## config.mk

```make
export PLATFORM = sky130hd
export DESIGN_NAME = matram_lane_sequencer
export DESIGN_NICKNAME = d
export VERILOG_FILES = /design/src/rtl/matram_lane_sequencer.sv
export SDC_FILE = /design/constraint.sdc
export NUM_CORES = 1
export LEC_CHECK = 0
export ABC_CLOCK_PERIOD_IN_PS = 9400
export CAP_MARGIN = 10
export CORE_MARGIN = 5
export CORE_UTILIZATION = 45
export CTS_CLUSTER_DIAMETER = 80
export DETAILED_ROUTE_END_ITERATION = 7
export PLACE_DENSITY = 0.7
export SLEW_MARGIN = 10
export SYNTH_ARGS = -nofsm -noshare
export SYNTH_HDL_FRONTEND = slang
export SYNTH_SLANG_ARGS = --single-unit
```

## constraint.sdc

```tcl
create_clock -name clk -period 9.4 [get_ports clk]
set_clock_uncertainty 0.2 [all_clocks]
set_input_delay 1.41 -clock clk [delete_from_list [all_inputs] [get_ports clk]]
set_output_delay 1.41 -clock clk [all_outputs]
set_load 0.03 [all_outputs]
```

## src/rtl/matram_lane_sequencer.sv

```systemverilog
// -----------------------------------------------------------------------------
// matram_lane_sequencer
//
// Multi-lane address sequencer for the MatRAM of the Matrix Acceleration Unit.
// On mau_start it walks a (rows_m1+1) x (cols_m1+1) matrix stored row-major at
// the programmed base address. Every non-stalled RUN cycle it presents one
// group of up to LANES element addresses, either along a row (mode=0) or down
// a column (mode=1). Lanes past the end of the current line are masked.
//
// Ports
//   clk          sole clock, rising edge
//   reset        synchronous active-high reset
//   set_address  in IDLE, loads address_in into the base register
//   address_in   base address of element (0,0)
//   rows_m1      row count minus one, captured at an accepted start
//   cols_m1      column count minus one, captured at an accepted start
//   mode         0 = row-major walk, 1 = column-major walk
//   mau_start    start pulse, accepted only in IDLE
//   stall        holds the presented group and suspends advance (RUN only)
//   address_out  lane k address at bits [k*ADDR_W +: ADDR_W], 0 when masked
//   lane_valid   per-lane valid
//   addr_valid   a group is presented this cycle
//   busy         high in RUN and DONE
//   done         one-cycle completion pulse (DONE state)
//
// Address arithmetic is modulo 2^ADDR_W and uses only adders: the line base
// is advanced by a stride per line, the group base by a stride per group, and
// the per-lane offsets (k or k*cols) are built once at start by an adder chain.
// -----------------------------------------------------------------------------
module matram_lane_sequencer #(
    parameter int ADDR_W = 10,
    parameter int LANES  = 4,
    parameter int DIM_W  = 4
) (
    input  logic                      clk,
    input  logic                      reset,
    input  logic                      set_address,
    input  logic [ADDR_W-1:0]         address_in,
    input  logic [DIM_W-1:0]          rows_m1,
    input  logic [DIM_W-1:0]          cols_m1,
    input  logic                      mode,
    input  logic                      mau_start,
    input  logic                      stall,
    output logic [LANES*ADDR_W-1:0]   address_out,
    output logic [LANES-1:0]          lane_valid,
    output logic                      addr_valid,
    output logic                      busy,
    output logic                      done
);

    // Inner index must hold (largest inner index + LANES) without wrapping.
    localparam int IDX_W = DIM_W + $clog2(LANES + 1) + 1;

    localparam logic [ADDR_W-1:0]       ADDR_ZERO = {ADDR_W{1'b0}};
    localparam logic [ADDR_W-1:0]       ADDR_ONE  = {{(ADDR_W-1){1'b0}}, 1'b1};
    localparam logic [IDX_W-1:0]        IDX_ZERO  = {IDX_W{1'b0}};
    localparam logic [IDX_W-1:0]        IDX_LANES = IDX_W'(LANES);
    localparam logic [DIM_W-1:0]        DIM_ZERO  = {DIM_W{1'b0}};
    localparam logic [DIM_W-1:0]        DIM_ONE   = {{(DIM_W-1){1'b0}}, 1'b1};
    localparam logic [LANES*ADDR_W-1:0] OUT_ZERO  = {(LANES*ADDR_W){1'b0}};
    localparam logic [LANES-1:0]        LANE_ZERO = {LANES{1'b0}};

    typedef enum logic [1:0] {
        ST_IDLE = 2'd0,
        ST_RUN  = 2'd1,
        ST_DONE = 2'd2
    } state_t;

    // ---------------------------------------------------------------- state
    state_t                 state_r;
    logic [ADDR_W-1:0]      base_r;
    logic [DIM_W-1:0]       outer_max_r;
    logic [DIM_W-1:0]       inner_max_r;
    logic [DIM_W-1:0]       outer_r;
    logic [IDX_W-1:0]       inner_r;
    logic [ADDR_W-1:0]      line_addr_r;     // address of inner index 0 on this line
    logic [ADDR_W-1:0]      grp_addr_r;      // address of lane 0 of the presented group
    logic [ADDR_W-1:0]      outer_stride_r;  // line-to-line step
    logic [ADDR_W-1:0]      inner_stride_r;  // group-to-group step within a line
    logic [ADDR_W-1:0]      lane_off_r [LANES];
    logic [LANES*ADDR_W-1:0] address_out_r;
    logic [LANES-1:0]       lane_valid_r;
    logic                   addr_valid_r;
    logic                   busy_r;
    logic                   done_r;

    // ------------------------------------------------------- combinational
    logic [ADDR_W-1:0]      cols_s;
    logic [ADDR_W-1:0]      unit_s;
    logic [ADDR_W-1:0]      base_eff_s;
    logic [ADDR_W-1:0]      start_off_s [LANES];
    logic [ADDR_W-1:0]      start_inner_stride_s;
    logic [ADDR_W-1:0]      start_outer_stride_s;
    logic [DIM_W-1:0]       start_inner_max_s;
    logic [DIM_W-1:0]       start_outer_max_s;

    logic                   line_end_s;
    logic                   last_grp_s;
    logic [DIM_W-1:0]       nxt_outer_s;
    logic [IDX_W-1:0]       nxt_inner_s;
    logic [ADDR_W-1:0]      nxt_line_s;
    logic [ADDR_W-1:0]      nxt_grp_s;
    logic [DIM_W-1:0]       sel_max_s;
    logic [ADDR_W-1:0]      sel_off_s [LANES];
    logic [LANES*ADDR_W-1:0] nxt_addr_s;
    logic [LANES-1:0]       nxt_valid_s;

    assign address_out = address_out_r;
    assign lane_valid  = lane_valid_r;
    assign addr_valid  = addr_valid_r;
    assign busy        = busy_r;
    assign done        = done_r;

    // Start configuration: strides, limits and lane offsets derived from the inputs.
    always_comb begin
        logic [ADDR_W-1:0] acc;
        cols_s = ADDR_W'(cols_m1) + ADDR_ONE;
        if (mode) begin
            // Column-major: lanes step down rows (stride cols), lines step by one column.
            unit_s               = cols_s;
            start_outer_stride_s = ADDR_ONE;
            start_inner_max_s    = rows_m1;
            start_outer_max_s    = cols_m1;
        end else begin
            // Row-major: lanes are adjacent elements, lines step by one row.
            unit_s               = ADDR_ONE;
            start_outer_stride_s = cols_s;
            start_inner_max_s    = cols_m1;
            start_outer_max_s    = rows_m1;
        end
        // Adder chain: offset k = k*unit, and the group stride = LANES*unit.
        acc = ADDR_ZERO;
        for (int k = 0; k < LANES; k++) begin
            start_off_s[k] = acc;
            acc            = acc + unit_s;
        end
        start_inner_stride_s = acc;
        if (set_address) begin
            // A simultaneous set_address is used by the run it accompanies.
            base_eff_s = address_in;
        end else begin
            base_eff_s = base_r;
        end
    end

    // Next-group position: first group on start, otherwise advance along the walk.
    always_comb begin
        line_end_s = (inner_r + IDX_LANES) > IDX_W'(inner_max_r);
        last_grp_s = line_end_s && (outer_r == outer_max_r);
        if (state_r == ST_IDLE) begin
            nxt_outer_s = DIM_ZERO;
            nxt_inner_s = IDX_ZERO;
            nxt_line_s  = base_eff_s;
            nxt_grp_s   = base_eff_s;
            sel_max_s   = start_inner_max_s;
            sel_off_s   = start_off_s;
        end else begin
            sel_max_s = inner_max_r;
            sel_off_s = lane_off_r;
            if (line_end_s) begin
                nxt_outer_s = outer_r + DIM_ONE;
                nxt_inner_s = IDX_ZERO;
                nxt_line_s  = line_addr_r + outer_stride_r;
                nxt_grp_s   = line_addr_r + outer_stride_r;
            end else begin
                nxt_outer_s = outer_r;
                nxt_inner_s = inner_r + IDX_LANES;
                nxt_line_s  = line_addr_r;
                nxt_grp_s   = grp_addr_r + inner_stride_r;
            end
        end
    end

    // Lane addresses and masks for the next group; masked lanes read as zero.
    always_comb begin
        nxt_addr_s  = OUT_ZERO;
        nxt_valid_s = LANE_ZERO;
        for (int k = 0; k < LANES; k++) begin
            if ((nxt_inner_s + IDX_W'(k)) <= IDX_W'(sel_max_s)) begin
                nxt_valid_s[k]                  = 1'b1;
                nxt_addr_s[k*ADDR_W +: ADDR_W]  = nxt_grp_s + sel_off_s[k];
            end else begin
                nxt_valid_s[k]                  = 1'b0;
                nxt_addr_s[k*ADDR_W +: ADDR_W]  = ADDR_ZERO;
            end
        end
    end

    // Control FSM with registered outputs and walk-position registers.
    always_ff @(posedge clk) begin
        if (reset) begin
            state_r        <= ST_IDLE;
            base_r         <= ADDR_ZERO;
            outer_max_r    <= DIM_ZERO;
            inner_max_r    <= DIM_ZERO;
            outer_r        <= DIM_ZERO;
            inner_r        <= IDX_ZERO;
            line_addr_r    <= ADDR_ZERO;
            grp_addr_r     <= ADDR_ZERO;
            outer_stride_r <= ADDR_ZERO;
            inner_stride_r <= ADDR_ZERO;
            for (int k = 0; k < LANES; k++) begin
                lane_off_r[k] <= ADDR_ZERO;
            end
            address_out_r  <= OUT_ZERO;
            lane_valid_r   <= LANE_ZERO;
            addr_valid_r   <= 1'b0;
            busy_r         <= 1'b0;
            done_r         <= 1'b0;
        end else begin
            case (state_r)
                ST_IDLE: begin
                    if (set_address) begin
                        base_r <= address_in;
                    end
                    if (mau_start) begin
                        state_r        <= ST_RUN;
                        outer_max_r    <= start_outer_max_s;
                        inner_max_r    <= start_inner_max_s;
                        outer_stride_r <= start_outer_stride_s;
                        inner_stride_r <= start_inner_stride_s;
                        lane_off_r     <= start_off_s;
                        outer_r        <= nxt_outer_s;
                        inner_r        <= nxt_inner_s;
                        line_addr_r    <= nxt_line_s;
                        grp_addr_r     <= nxt_grp_s;
                        address_out_r  <= nxt_addr_s;
                        lane_valid_r   <= nxt_valid_s;
                        addr_valid_r   <= 1'b1;
                        busy_r         <= 1'b1;
                        done_r         <= 1'b0;
                    end
                end
                ST_RUN: begin
                    // A stall leaves every register, and so every output, untouched.
                    if (!stall) begin
                        if (last_grp_s) begin
                            state_r       <= ST_DONE;
                            address_out_r <= OUT_ZERO;
                            lane_valid_r  <= LANE_ZERO;
                            addr_valid_r  <= 1'b0;
                            done_r        <= 1'b1;
                        end else begin
                            outer_r       <= nxt_outer_s;
                            inner_r       <= nxt_inner_s;
                            line_addr_r   <= nxt_line_s;
                            grp_addr_r    <= nxt_grp_s;
                            address_out_r <= nxt_addr_s;
                            lane_valid_r  <= nxt_valid_s;
                        end
                    end
                end
                ST_DONE: begin
                    state_r <= ST_IDLE;
                    busy_r  <= 1'b0;
                    done_r  <= 1'b0;
                end
                default: begin
                    state_r       <= ST_IDLE;
                    address_out_r <= OUT_ZERO;
                    lane_valid_r  <= LANE_ZERO;
                    addr_valid_r  <= 1'b0;
                    busy_r        <= 1'b0;
                    done_r        <= 1'b0;
                end
            endcase
        end
    end

endmodule

```

After elaboration in Yosys (flattened, before gate mapping)
Cells that the tools add are included.

Bitwise operators: 2. $lt $le $gt $ge: 5. Muxes and demuxes: 60. Reductions and logical operators: 9. Add/sub/neg operators: 15. Eq/ne operators: 7.

Operator list (count): 2-to-1 mux 10 bit (15); 2-to-1 mux 40 bit (3); one-hot mux 40 bit (3 select lines) (1); adder 10 bit (8); 2-to-1 mux 4 bit (11); 2-to-1 mux 8 bit (5); one-hot mux 10 bit (2 select lines) (2); <= comparator 8 x 4 -> 1 bit (4); 2-to-1 mux 30 bit (1); adder 8 x 2 -> 8 bit (second input constant) (2); one-hot mux 8 bit (2 select lines) (1); one-hot mux 4 bit (3 select lines) (1); adder 10 bit (second input constant) (1); 2-to-1 mux 1 bit (10); 2-to-1 mux 5 bit (2); adder 8 x 1 -> 8 bit (second input constant) (1); adder 8 x 3 -> 8 bit (second input constant) (1); greater-than comparator 8 x 4 -> 1 bit (1); != test 2 bit (second input constant) (4); one-hot mux 4 bit (2 select lines) (1); AND reduction 4 bit (2); 2-to-1 mux 2 bit (3); AND reduction 3 bit (2); adder 4 x 1 -> 5 bit (second input constant) (1); other kinds (12) (15).

Register bits: 149. Logic and storage cells: 116. Bits of input ports: 24.

Depth between registers and ports, before layout
Gate-level depths: netlist of the first run.

Depth after elaboration: 10. Gate-level depth with buffers: 19. Gate-level depth less buffers: 19.

Least setup slack after synthesis of the first run
Ideal clock, no wire load.

Path kind: input-to-reg. Start point: in mode. End point: reg address_out_r[39], in the netlist address_out[39]. Buffers on the path: 2. Required time: 9083 ps. Slack: 4739 ps. Arrival time: 4343 ps. Stages on the path: 15. Path through: clkbuf_1 clkbuf_1 nand2_1 inv_1 ha_1 a21o_1 a21oi_1 xnor2_1 o21ai_0 ha_1 nand2_1 o21ai_0 o211ai_1 xnor2_1 a32o_1.

RTL lines: start: declaration (RTL line 41) `input logic mode,`; end signal: assignment (RTL line 227) `address_out_r <= nxt_addr_s;`; end signal: assignment (RTL line 248) `address_out_r <= nxt_addr_s;`; end: declaration (RTL line 81) `logic [LANES*ADDR_W-1:0] address_out_r;`.

Worst setup path after layout of the first run
Start point: reg inner_r[2]. End point: reg address_out_r[18], in the netlist address_out[18].

RTL lines: start: declaration (RTL line 75) `logic [IDX_W-1:0] inner_r;`; start signal: assignment (RTL line 224) `inner_r <= nxt_inner_s;`; start signal: assignment (RTL line 245) `inner_r <= nxt_inner_s;`; adder 8 x 3 -> 8 bit (*) (RTL line 148) `line_end_s = (inner_r + IDX_LANES) > IDX_W'(inner_max_r);`; greater-than comparator 8 x 4 -> 1 bit (*) (RTL line 148); 2-to-1 mux 10 bit (*) (RTL line 160) `if (line_end_s) begin`; 2-to-1 mux 10 bit (*) (RTL line 150) `if (state_r == ST_IDLE) begin`; via nxt_grp_s[1] (RTL line 102) `logic [ADDR_W-1:0] nxt_grp_s;`; adder 10 bit (*) (RTL line 181) `nxt_addr_s[k*ADDR_W +: ADDR_W] = nxt_grp_s + sel_off_s[k];`; 2-to-1 mux 10 bit (*) (RTL line 179) `if ((nxt_inner_s + IDX_W'(k)) <= IDX_W'(sel_max_s)) begin`; 2-to-1 mux 40 bit (RTL line 237) `if (last_grp_s) begin`; 2-to-1 mux 40 bit (RTL line 236) `if (!stall) begin`; one-hot mux 40 bit (3 select lines) (*) (RTL line 211) `case (state_r)`.

Mark *: on every way through the listed nets, which the timed path passes. The rest lies on a longest branch. The select of a mux whose other input is x is not followed. A chain may end at the register's enable or synchronous reset.

==> results.md, run 1 <==
- Remaining antenna violation count: 0
- Via count: between 6000 and 7000
- Post-synthesis sequential area ratio: 33.7%
- Min cycle time layout: approximately 5400 ps
- FILL cells: around 1500
- CP required: ~9500 ps
- Worst-path clk slew: 60 ps
- Port bufs: 70
- Post-route insts no fill: ~1100
- Area grow syn2layout: 21.0%
- Post-synth EDFFs: 0
- Largest stage delay on the critical path: a little over 900 ps
- Vias per cell: roughly 5.6
- Number of iterations in the first detailed-routing pass: 5
- Final Cell Area: 8620 µm²
- Antenna diodes: 0
- Die Area: 18400 µm²
- CTS tree: yes
- Initial DRC count: 449
- First-pass GRT wire length: 32.4 mm
- Max Slew Vio Count: 0
- Maximum buffer depth of the clock tree: 2
- Arrival time at the worst endpoint: between 5000 and 6000 ps
- Worst slew pin tran: 1190 ps
- Post_cts resized: 0
- Worst slew margin: approximately a fifth
- Worst-Skew Late Latency: about 420 ps
- Hold/Removal Path Class: register to register
- CP Launch Type: register
- CTS Buf Count: 17
- Syn Area/Cell: roughly 8.3 µm²
- Core area: ~16000 µm²
- Final period utilization: between 50% and 60%
- Initial core utilization: between 40% and 50%
- Run status: finished clean
- Die Wd: approximately 140 µm
- Nets: 1004
- Fraction of registers with async set/reset: 0%
- Synth Flop Type: dfxtp_1
- Setup_tns: 0 ps
- Grt ovf: 0
- Worst-path cell chain: ha_1 -> ha_1 -> a21oi_1 -> inv_1 -> o21ai_2 -> nand2_2 -> mux2i_1 -> o21ai_0 -> inv_1 -> fa_1 -> inv_1 -> a21oi_1 -> o21bai_1 -> a21oi_1 -> a311oi_1 -> o211ai_1 -> xnor2_1 -> a22o_1
- Total power draw: between 1.5 and 2 mW
- Critical path endpoint category: register
- WL/cell: 17.4 µm
- Yosys Warn Count: 0
- Fin. Hold Viols: 0
- CTS root buf: clkbuf_16
- Max Fclk: about 180 MHz
- Vias in the first global route: approximately 6200
- Clk sinks: 120
- Pin count of the biggest net entering global routing: 81
- DR DRC count: 0
- WS Path Type: register to register
- Placed Cells: about 1100
- Ports: 71
- Worst vdd rail ir drop: 140 µV
- Cts hold-fix bufs: 0
- # setup viols final: 0
- Die extent in y: 136 µm
- Postcts setup bufs: 0
- CP max-delay cell: o21ai_0
- Layout cells sized above 1: a little under 7%
- RSZ-0062 raised after global routing: false
- Syn_nets: between 900 and 1000
- Initial antenna violation count: 0
- Htree depth: 4
- PwrDens: about 220 nW/µm²
- Max-cap violations: 0
- Min Hold Slack: 249 ps
- Synth unique cells: 71
- Final HPWL DP: about 14 mm
- Mapped Area: approximately 7100 µm²
- Crit-path max FO: 7
- LEAKAGE: between 3 and 4 nW
- Global Route Usage Sum: around 22%
- RePlAce Congestion: 0.884
- Placed instance area: about 8000 µm²
- Row count: 46
- Total Wirelength: just under 20 mm
- Yosys reg bits: 120
- Syn Inst Count: approximately 860
[sequential cells by signal (all words and copies together), names as in the netlist, 5 cells and up]
name	count
address_out	40
lane_off_r	11
base_r	10
grp_addr_r	10
line_addr_r	10
inner_r	8
inner_stride_r	6
outer_stride_r	5
[layout by cell type, fill, tap and decap left out, types with 11 or more instances in the layout]
| cell | n |
|---|---|
| xor2_1 | 15 |
| nor2_1 | 109 |
| nor2b_1 | 11 |
| mux2i_1 | 12 |
| xnor2_1 | 34 |
| inv_1 | 37 |
| dfxtp_1 | 120 |
| nand3_1 | 11 |
| a211oi_1 | 21 |
| ha_1 | 64 |
| a21oi_1 | 85 |
| clkdlybuf4s50_1 | 69 |
| nor3_1 | 16 |
| clkbuf_16 | 17 |
| nand2_1 | 76 |
| a21o_1 | 11 |
| a22oi_1 | 30 |
| o21ai_0 | 30 |
[layer usage]
layer,track usage (%),part of all wire [%],vias to the layer above
li1,-,-,3154
met1,29.4,46,3005
met2,36.5,47,157
met3,4.48,4.5,33
met4,7.67,2.0,0
met5,0,0,-
[logic make-up (layout without fill, tap and decap cells)]
family          Yosys count  after routing  share of synthesized area (%)
xor+xnor                 49             49                           6.03
simple gates            280            280                           18.1
fa+ha+maj                69             69                           12.6
buf+inv                  79            148                           4.29
compound gates          242            242                           22.9
flops                   120            120                           33.7
mux                      16             16                           2.32
[final cells by class]
| class | instances | area (µm²) | area share, % |
|---|---|---|---|
| clock buffers | 20 | 447 | 5.18 |
| clock inverters | 12 | 174 | 2.02 |
| inverters | 37 | 139 | 1.61 |
| multi-input cells | 656 | 4420 | 51.3 |
| flip-flops and latches | 120 | 2400 | 27.9 |
| well taps | 216 | 270 | 3.14 |
| repair buffers | 79 | 766 | 8.88 |
[worst paths after layout]
| kind | startpoint | endpoint | slack [ps] | cells past startpoint |
|---|---|---|---|---|
| worst min register to register | base_r[6] | base_r[6] | 250 | 2 |
| worst max register to register | inner_r[2] | address_out[18] | 3980 | 18 |
| worst min-delay path | base_r[6] | base_r[6] | 250 | 2 |
| worst max-delay path | inner_r[2] | address_out[18] | 3980 | 18 |
[stage by stage]
stage | util [%] | worst slack (ps)
2_1_floorplan | - | 4740
3_3_place_gp | 50.9 | 3830
3_5_place_dp | 50.9 | 3710
4_1_cts | 54.9 | 4010
5_1_grt | 54.9 | 3630
6_report | 54.9 | 3980
[cell usage after synthesis (3+ instances only)]
cell type	count	share of area, %
inv_1	37	1.9
mux2_2	4	0.63
nand3_1	11	0.77
mux2i_1	12	1.7
a31oi_1	4	0.35
a311oi_1	4	0.49
a22o_1	3	0.37
nand2_1	76	4.0
nand3b_1	5	0.53
o21ai_0	31	2.2
nand4_1	6	0.53
nor3_1	16	1.1
xnor2_1	34	4.2
o211ai_1	4	0.42
nor2b_1	11	0.97
and4b_1	3	0.42
a32o_1	3	0.42
xor2_1	15	1.8
buf_2	4	0.28
and2_1	7	0.61
a211oi_1	21	2.2
o21bai_1	9	0.95
ha_1	64	11
nor4_1	3	0.26
a21o_1	11	1.2
buf_1	7	0.37
o21a_1	6	0.63
a22oi_1	30	3.2
nand2b_1	10	0.88
o31ai_1	3	0.32
dfxtp_1	120	34
and3_1	8	0.70
nor2_1	110	5.8
a41oi_1	3	0.37
clkbuf_1	30	1.6
a21oi_1	85	6.0
fa_1	5	1.4
[worst max-delay path, delay by kind of cell, from the launching register on]
family / cells / cell delay [ps]
compound gates: 9 / 2510
flops: 1 / 440
simple gates: 1 / 240
fa+ha+maj: 3 / 1250
xor+xnor: 1 / 160
mux: 1 / 160
buf+inv: 3 / 350
[power by group]
| group | switching (mW) | internal (mW) |
|---|---|---|
| registers | 0.0376 | 0.566 |
| clock network | 0.237 | 0.449 |
| logic | 0.390 | 0.241 |
No activity file was read; power rests on OpenSTA's default activity.
==> run 2, diff against run 1 <==
Settings changed: ABC_CLOCK_PERIOD_IN_PS 9400 to 4730, PLACE_DENSITY 0.7 to 0.73.
Clock period 9.4 ns to 4.73 ns, I/O delays scaled along.
==> run 2 against run 1 <==
Compared with the run above: non-clock buffer count up 24; critical path type unchanged; wire length down 0.12%; global-route usage down 0.46 points; final area up 2.3%; maximum frequency up 22%; setup slack worse by 3700 ps; sequential share of layout area down 0.62 points; utilization up 1.3 points; power up 100%; die area unchanged; via count up 2.2%; worst hold slack better by 1.9 ps.
==> results.md, run 2 (same netlist as run 1, synthesis figures left out) <==
- Pint: roughly 2.5 mW
- Final HPWL DP: around 14 mm
- Worst slew pin tran: 856 ps
- Antenna diodes: 0
- Vias per cell: around 5.6
- Setup_tns: 0 ps
- Vias in the first global route: 6087
- Crit-path max FO: 4
- PwrDens: about 440 nW/µm²
- Max-cap violations: 0
- FF+latch area: 2400 µm²
- Arrival time at the worst endpoint: about 4500 ps
- Die Wd: around 140 µm
- Worst R2R Setup Slack: around 300 ps
- CP max-delay cell: o21ai_0
- CTS Buf Count: 17
- Grt ovf: 0
- DR DRC count: 0
- FILL cells: about 1400
- First-pass GRT wire length: between 30 and 40 mm
- Die Area: 18400 µm²
- WL/cell: about 17 µm
- Htree depth: 4
- Worst vdd rail ir drop: 283 µV
- Clk sinks: 120
- Die extent in y: 136 µm
- CTS tree: yes
- Final period utilization: 93.6%
- Area grow syn2layout: 23.8%
- Number of iterations in the first detailed-routing pass: 8
- Initial core utilization: 45.3%
- Sw Pwr: between 1 and 1.5 mW
- Row count: between 40 and 50
- Min cycle time layout: around 4400 ps
- Critical path endpoint category: register
- Combinational Power Share: roughly 34%
- Global Route Usage Sum: a little over a fifth
- Run status: finished clean
- CTS root buf: clkbuf_16
- # setup viols final: 0
- Worst-path clk slew: 60 ps
- Worst-path cell chain: ha_1 -> ha_1 -> a21oi_1 -> inv_1 -> o21ai_2 -> nand2_2 -> mux2i_1 -> o21ai_0 -> ha_1 -> inv_1 -> fa_1 -> inv_1 -> a21oi_1 -> o21bai_1 -> a21oi_1 -> a311oi_1 -> o211ai_1 -> xnor2_1 -> a22o_1
- Postcts setup bufs: 0
- RSZ-0062 raised after global routing: false
- LEAKAGE: 3.72 nW
- Max Fclk: between 200 and 250 MHz
- Fin. Hold Viols: 0
- Max FFs per register: 40
- Commonest cells after routing, fill and taps aside: dfxtp_1, nor2_1, a21oi_1
- Hold/Removal Path Class: register to register
- Initial antenna violation count: 0
- Via count: 6486
- RePlAce Congestion: about 0.89
- WS Path Type: register to register
- Total Wirelength: about 20 mm
- Total power draw: 3.88 mW
- Flop pwr share: between 30 and 40%
- Worst-Skew Late Latency: ~420 ps
- CP Launch Type: register
- CP bufs+invs: 3
- Remaining antenna violation count: 0
- Max Slew Vio Count: 0
- Min Hold Slack: approximately 250 ps
- Ports: between 70 and 80
- Sw frac: between 30% and 40%
- Multi-input combinational cell area: 4430 µm²
- Pin count of the biggest net entering global routing: 66
- Clock Power Share: between 30% and 40%
- Commonest non-fill, non-tap cell in the layout: dfxtp_1
- Largest stage delay on the critical path: just over 500 ps
- Nets: between 1000 and 1500
- Maximum buffer depth of the clock tree: 2
- Layout cells sized above 1: under 10%
- CP required: 4850 ps
- Port bufs: 70
- Crit path max-delay family: compound AO/OA/AOI/OAI gates
- Initial DRC count: just under 500
- Worst slew margin: around 43%
- Core area: 15700 µm²
run 2: power groups by stage:
| stage | clock (mW) | combinational, mW | sequential [mW] |
|---|---|---|---|
| 3_5_place_dp | 0 | 1.28 | 1.22 |
| 6_report | 1.38 | 1.30 | 1.20 |
| 5_1_grt | 1.43 | 1.43 | 1.21 |
| 2_1_floorplan | 0 | 0.756 | 1.31 |
| 3_3_place_gp | 0 | 1.27 | 1.22 |
| 4_1_cts | 1.39 | 1.30 | 1.20 |
run 2: worst register-to-register path: stages (launching register included):
cell and delay (ps):
dfxtp_1 330, ha_1 320, ha_1 320, a21oi_1 160, inv_1 80, o21ai_2 150, nand2_2 110, mux2i_1 130
o21ai_0 510, ha_1 290, inv_1 60, fa_1 390, inv_1 70, a21oi_1 60, o21bai_1 200, a21oi_1 140
a311oi_1 300, o211ai_1 160, xnor2_1 160, a22o_1 200
run 2: worst paths after layout:
check / to / startpoint / depth (start not counted)
max: address_out[18] / inner_r[3] / 19
min: base_r[3] / base_r[3] / 2
max reg2reg: address_out[18] / inner_r[3] / 19
min reg2reg: base_r[3] / base_r[3] / 2
run 2: repair_timing:
action,CTS,global route
setup endpoints to repair,0,1
gates resized for setup,0,1
hold buffers,0,0
run 2: final cells by class:
type	instances	area share (%)
clock buffer	20	5.29
clock inverter	12	1.87
inverter	37	1.58
multi-input combinational	656	50.2
sequential	120	27.2
tap	216	3.07
timing repair buffer	103	10.7
run 2: layer usage:
| layer | vias to the layer above | GRT usage [%] | part of all wire, % | wire, µm |
|---|---|---|---|---|
| li1 | 3204 | - | - | - |
| met1 | 3091 | 28.6 | 45 | 8980 |
| met2 | 160 | 36.0 | 48 | 9460 |
| met3 | 31 | 4.18 | 4.4 | 867 |
| met4 | 0 | 7.84 | 2.4 | 481 |
| met5 | - | 0 | 0 | 0 |
run 2: per-stage QoR:
| step | instances | cell area [µm²] | worst slack (ps) | util [%] |
|---|---|---|---|---|
| floorplan | 855 | 7120 | 354 | - |
| global placement | 1132 | 8180 | 223 | 52.1 |
| detailed placement | 1132 | 8180 | 126 | 52.1 |
| CTS | 1164 | 8810 | 248 | 56.1 |
| global route | 1164 | 8820 | 1.40 | 56.1 |
| finish | 1164 | 8820 | 302 | 56.1 |
==> run 3, diff against run 2 <==
Settings changed: CTS_CLUSTER_SIZE from default to 16.
==> results of run 3 <==
The final DEF is identical to that of run 2; final timing and power are the same.
==> variant 1, RTL diff (settings of run 2) <==
Make the reset (`reset`) asynchronous in one clocked block. Comments in the files are not updated.
--- a/src/rtl/matram_lane_sequencer.sv
+++ b/src/rtl/matram_lane_sequencer.sv
@@ -188,5 +188,5 @@
 
     // Control FSM with registered outputs and walk-position registers.
-    always_ff @(posedge clk) begin
+    always_ff @(posedge clk or posedge reset) begin
         if (reset) begin
             state_r        <= ST_IDLE;
Function: differs if reset is asserted again (counterexample within 4 cycles, from zero or initial values and one cycle with reset high); with reset held inactive, the same outputs for 4 cycles.
==> variant 1 against run 2 <==
Setup slack worse by 0.022 ns. Non-clock buffer count is 9 lower. Cell area up 2.7%. Worst hold slack better by 0.021 ns. Die area grew 3.2%. Routed wire length shrank 7.4%. Synthesized area rose by 3.4%. Sequential cell count unchanged.
Power is left out: the tool's default activity adds up to more than one toggle a clock period on the data nets, which glitch-free logic cannot reach.
==> variant 1: results (changes against run 2) <==
| Metric | Value |
|---|---|
| Synth Net Count | `887 (-6.4%)` |
| Highest fanout seen on the critical path | `7 (+3)` |
| Worst reg2reg path depth | `18 (-1)` |
| Grt met1 use | `27.7% (-0.90 points)` |
| Dominant cells by area after synthesis | `dfrtp_1 41%, ha_1 11%, nand2_1 6.1%, o21ai_0 4.9%, xnor2_1 3.3%` |
| Worst hold slack | `0.272 ns (+0.0210 ns)` |
| Met2 track demand over resource | `32.4% (-3.6 points)` |
| GRT met3 Usage | `4.25% (+0.063 points)` |
| Endpoint of the lowest-slack register-to-register path | `address_out[19]$_DFFE_PP0P_` |
| Detailed-route wire length | `18.3 mm (-7.4%)` |
| Post-synth cell types | `68 (-4.2%)` |
| Reg-to-reg critical path startpoint | `inner_r[2]$_DFFE_PP0P_` |
| Arrival time at the worst endpoint | `4.60 ns (+0.06 ns)` |
| Count of antenna diodes in the layout | `0 (unchanged)` |
| Transition time of the tightest slew-check pin | `0.881 ns (+0.0248 ns)` |
| Number of global-route vias before repair | `5875 (-3.5%)` |
| Kind of cell adding the most delay to the critical path | `adder cells` |
| Hold crit path type | `flip-flop to flip-flop` |
| Delay of the slowest cell on the worst path | `0.48 ns (-0.03 ns)` |
| Register-to-register path setup slack | `0.28 ns (-0.02 ns)` |
| Clk slew on worst S/H paths | `0.06 ns (about the same)` |
| Hold depth | `2 (unchanged)` |
| Max H-tree Level | `4 (unchanged)` |
| Worst min-delay path startpoint | `lane_valid[1]$_DFFE_PP0P_` |
| Global routing usage summed across all routing layers | `20.2% (-1.6 points)` |
| Number of cells in the design after placement | `1072 (-5.3%)` |
| Hold path endpoint | `lane_valid[1]$_DFFE_PP0P_` |
| Largest register FFs | `40 (unchanged)` |
| Share of cells above drive strength 1 | `9.22% (-0.38 points)` |
| Detailed-placement wirelength estimate | `13.6 mm (-5.9%)` |
| Critical-path cell with the highest stage delay | `or4_1` |
| Global-route wire length before repair | `29.7 mm (-6.4%)` |
| Synth cell count leaders | `120 x dfrtp_1, 120 x nand2_1, 72 x o21ai_0` |
| Number of antenna violations at the first check in global routing | `0 (unchanged)` |
| Largest net degree at the start of global routing | `65 (-1.5%)` |
| Placed standard-cell area | `8410 um^2 (+2.8%)` |
| Latest clock arrival within the worst-skew pair | `0.42 ns (about the same)` |
| TritonCTS buffer count | `17 (unchanged)` |
| Cell count after synthesis | `795 (-7.0%)` |
| Number of warning messages in the yosys log | `0 (unchanged)` |
| Seq/Total Area, Yosys | `40.8% (+7.0 points)` |
| Routed vias | `5976 (-7.9%)` |
| Main synth FF type | `dfrtp_1` |
| Final Wtd Congestion | `0.896 (+1.1%)` |
| Post-layout net count | `968 (-5.8%)` |
| Clock root buffer | `clkbuf_16` |
| Initial DRC count | `429 (-12%)` |
| Clock Tree Buf Depth | `2 (unchanged)` |
| Per-cell routed wire length | `16.6 um (-2.5%)` |
| Router iterations before antenna repair | `5 (-3)` |
| Buffers added on ports | `70 (unchanged)` |
| Share of async-settable or async-resettable flops after synthesis | `100% (+100 points)` |
| Run status | `finished clean` |
## variant 1: per-layer routing
layer,wire length (um),up-vias
met1,8490,2870
met3,931,26
met4,322,0
met5,0,-
met2,8570,141
li1,-,2939
## variant 1: metrics by stage
step                utilization, %  setup slack [ns]
finish                        56.6             0.280
global route                  56.6            0.0225
CTS                           56.4             0.149
detailed placement            52.6             0.158
global placement              52.6             0.275
floorplan                        -             0.411
## variant 1: how the worst max path moves through the flow
stage,end,slack [ns],cells after the start,from
3_3_place_gp,address_out[39]$_DFFE_PP0P_,0.28,16,cols_m1[0]
3_5_place_dp,address_out[38]$_DFFE_PP0P_,0.16,17,cols_m1[0]
4_1_cts,address_out[38]$_DFFE_PP0P_,0.15,18,inner_r[2]$_DFFE_PP0P_
5_1_grt,address_out[19]$_DFFE_PP0P_,0.02,18,inner_r[2]$_DFFE_PP0P_
2_1_floorplan,address_out[29]$_DFFE_PP0P_,0.41,19,inner_r[2]$_DFFE_PP0P_
6_report,address_out[19]$_DFFE_PP0P_,0.28,18,inner_r[2]$_DFFE_PP0P_
## variant 1: cell type report
type | instances | area [um^2]
clock inverters | 11 | 146
clock buffers | 21 | 470
repair buffers | 94 | 893
fillers | 1438 | 6950
inverters | 38 | 145
multi-input cells | 605 | 4120
well taps | 216 | 270
flip-flops and latches | 120 | 3000
## variant 1: worst min-delay path, cell delays in order (launching register included)
cell and delay (ns):
dfrtp_1 0.34, nand2_1 0.05, nand2_1 0.05
## variant 1: kinds of logic after synthesis
family,synth area share [%]
and+or+nand+nor,15.5
AOI/OAI and AO/OA,19.1
DFF,40.8
buffers and inverters,3.65
adders and majority gates,12.1
xor gates and xnor gates,5.94
muxes,3.04
## variant 1: what timing repair did
action,4_1_cts,5_1_grt
hold endpoints to repair,0,0
resized for setup,0,5
buffers inserted,0,1
endpoints found under the setup margin,0,2
==> variant 2, RTL diff (config.mk and constraints of run 2) <==
Without the edit above. Change the parameter `DIM_W` from 4 to 6.
--- a/src/rtl/matram_lane_sequencer.sv
+++ b/src/rtl/matram_lane_sequencer.sv
@@ -31,5 +31,5 @@
     parameter int ADDR_W = 10,
     parameter int LANES  = 4,
-    parameter int DIM_W  = 4
+    parameter int DIM_W  = 6
 ) (
     input  logic                      clk,
Ports: changed (resized cols_m1 and rows_m1); port bits go from 71 to 75. No check against the original RTL was run, so the function may have changed too.
==> variant 2 against run 2 <==
Routed wire length grew 25%. Cell area grew 20%. Power is 5.3% higher. Sequential cell count up 16. Synthesized cell count is 24% higher. Synthesized area grew 21%. Cell count is 21% higher. Setup slack lost 0.096 ns.
==> variant 2: results (changes against run 2) <==
| Metric | Value |
|---|---|
| Highest fanout seen on the critical path | `6 (+2)` |
| Worst VDD drop | `298 uV (+5.3%)` |
| Initial DRC count | `572 (+17%)` |
| Routed wire length on met3 | `1.14 mm (+31%)` |
| Post-synth cell types | `69 (-2.8%)` |
| Dominant cells by area after synthesis | `dfxtp_1 32%, ha_1 13%, nor2_1 5.9%, nand2_1 5.5%, a21oi_1 5.2%` |
| Run status | `finished clean` |
| Endpoint of the lowest-slack register-to-register path | `address_out[29]$_SDFFE_PP0P_` |
| Share of the synthesized area in compound gates (AO/OA/AOI/OAI) | `20.8% (-2.0 points)` |
| Detailed-route wire length | `24.8 mm (+25%)` |
| Largest net degree at the start of global routing | `69 (+4.5%)` |
| Count of placed standard cells in the final layout, fillers left out | `1413 (+21%)` |
| Placed standard-cell area | `9970 um^2 (+22%)` |
| Global route total overflow | `0 (unchanged)` |
| Routed length on met2 | `12.1 mm (+28%)` |
| Grt met1 use | `27.3% (-1.3 points)` |
| Worst slack at placement | `0.0173 ns (-0.109 ns)` |
| Final critical-path share of the clock period | `95.6% (+2.0 points)` |
| Critical Path Start | `inner_r[2]$_SDFFE_PP0P_` |
| Buffers added on ports | `74 (+5.7%)` |
| Routed vias | `7964 (+23%)` |
| Share of cells above drive strength 1 | `11.9% (+2.3 points)` |
| Critical-path cell with the highest stage delay | `dfxtp_2` |
| Worst reg2reg path depth | `23 (+4)` |
| Delay of the slowest cell on the worst path | `0.34 ns (-0.17 ns)` |
| Global-route wire length before repair | `40.1 mm (+27%)` |
| Arrival time at the worst endpoint | `4.67 ns (+0.13 ns)` |
| Hold path endpoint | `base_r[2]$_SDFFE_PP0P_` |
| GRT met3 Usage | `4.57% (+0.39 points)` |
| Number of global-route vias before repair | `7908 (+30%)` |
| Routed length on met1 | `10.8 mm (+20%)` |
| Final Wtd Congestion | `0.962 (+8.6%)` |
| Adder and majority gate portion of the synthesized area | `13.8% (+1.2 points)` |
| Post-layout net count | `1289 (+25%)` |
| Synth cell count leaders | `136 x dfxtp_1, 136 x nor2_1, 125 x nand2_1` |
| Seq/Total Area, Yosys | `31.7% (-2.0 points)` |
| Global routing usage summed across all routing layers | `22.5% (+0.67 points)` |
| Router iterations before antenna repair | `5 (-3)` |
| Area share of xor/xnor cells in the synthesized design | `6.53% (+0.50 points)` |
| Met2 track demand over resource | `39.1% (+3.1 points)` |
| Worst min-delay path startpoint | `base_r[2]$_SDFFE_PP0P_` |
| Sequential Area | `2730 um^2 (+13%)` |
| Synth Net Count | `1179 (+24%)` |
| Worst hold slack | `0.253 ns (+0.00240 ns)` |
| Detailed-placement wirelength estimate | `18.2 mm (+26%)` |
| Main synth FF type | `dfxtp_1` |
| Tightest slew margin relative to the limit | `22.9% (-20 points)` |
| Cell count after synthesis | `1059 (+24%)` |
| Number of inserted filler cells in the final layout | `1672 (+17%)` |
| Multiplexer area fraction after synthesis | `2.80% (+0.48 points)` |
| Register-to-register path setup slack | `0.21 ns (-0.10 ns)` |
| Leak pwr | `4.67 nW (+25%)` |
## variant 2: cell types whose count changed after synthesis, sizes merged, moves of 14 or more
| cell | before | now |
|---|---|---|
| dfxtp | 120 | 136 |
| nand2 | 77 | 126 |
| ha | 64 | 87 |
| clkbuf | 30 | 44 |
| nor2 | 112 | 136 |
| xor2 | 15 | 31 |
## variant 2: area by class of cell
| class | instances | area share (%) |
|---|---|---|
| clock buffer | 21 | 4.34 |
| clock inverter | 8 | 0.943 |
| inverter | 45 | 1.59 |
| multi-input combinational | 824 | 52.6 |
| sequential | 136 | 25.7 |
| tap | 234 | 2.76 |
| timing repair buffer | 145 | 12.1 |
## variant 2: where the power goes
| part | leakage, nW | switching [mW] | total, mW | internal [mW] |
|---|---|---|---|---|
| combinational | 3.28 | 0.849 | 1.46 | 0.616 |
| sequential | 1.11 | 0.0760 | 1.34 | 1.26 |
| clock | 0.275 | 0.488 | 1.28 | 0.793 |
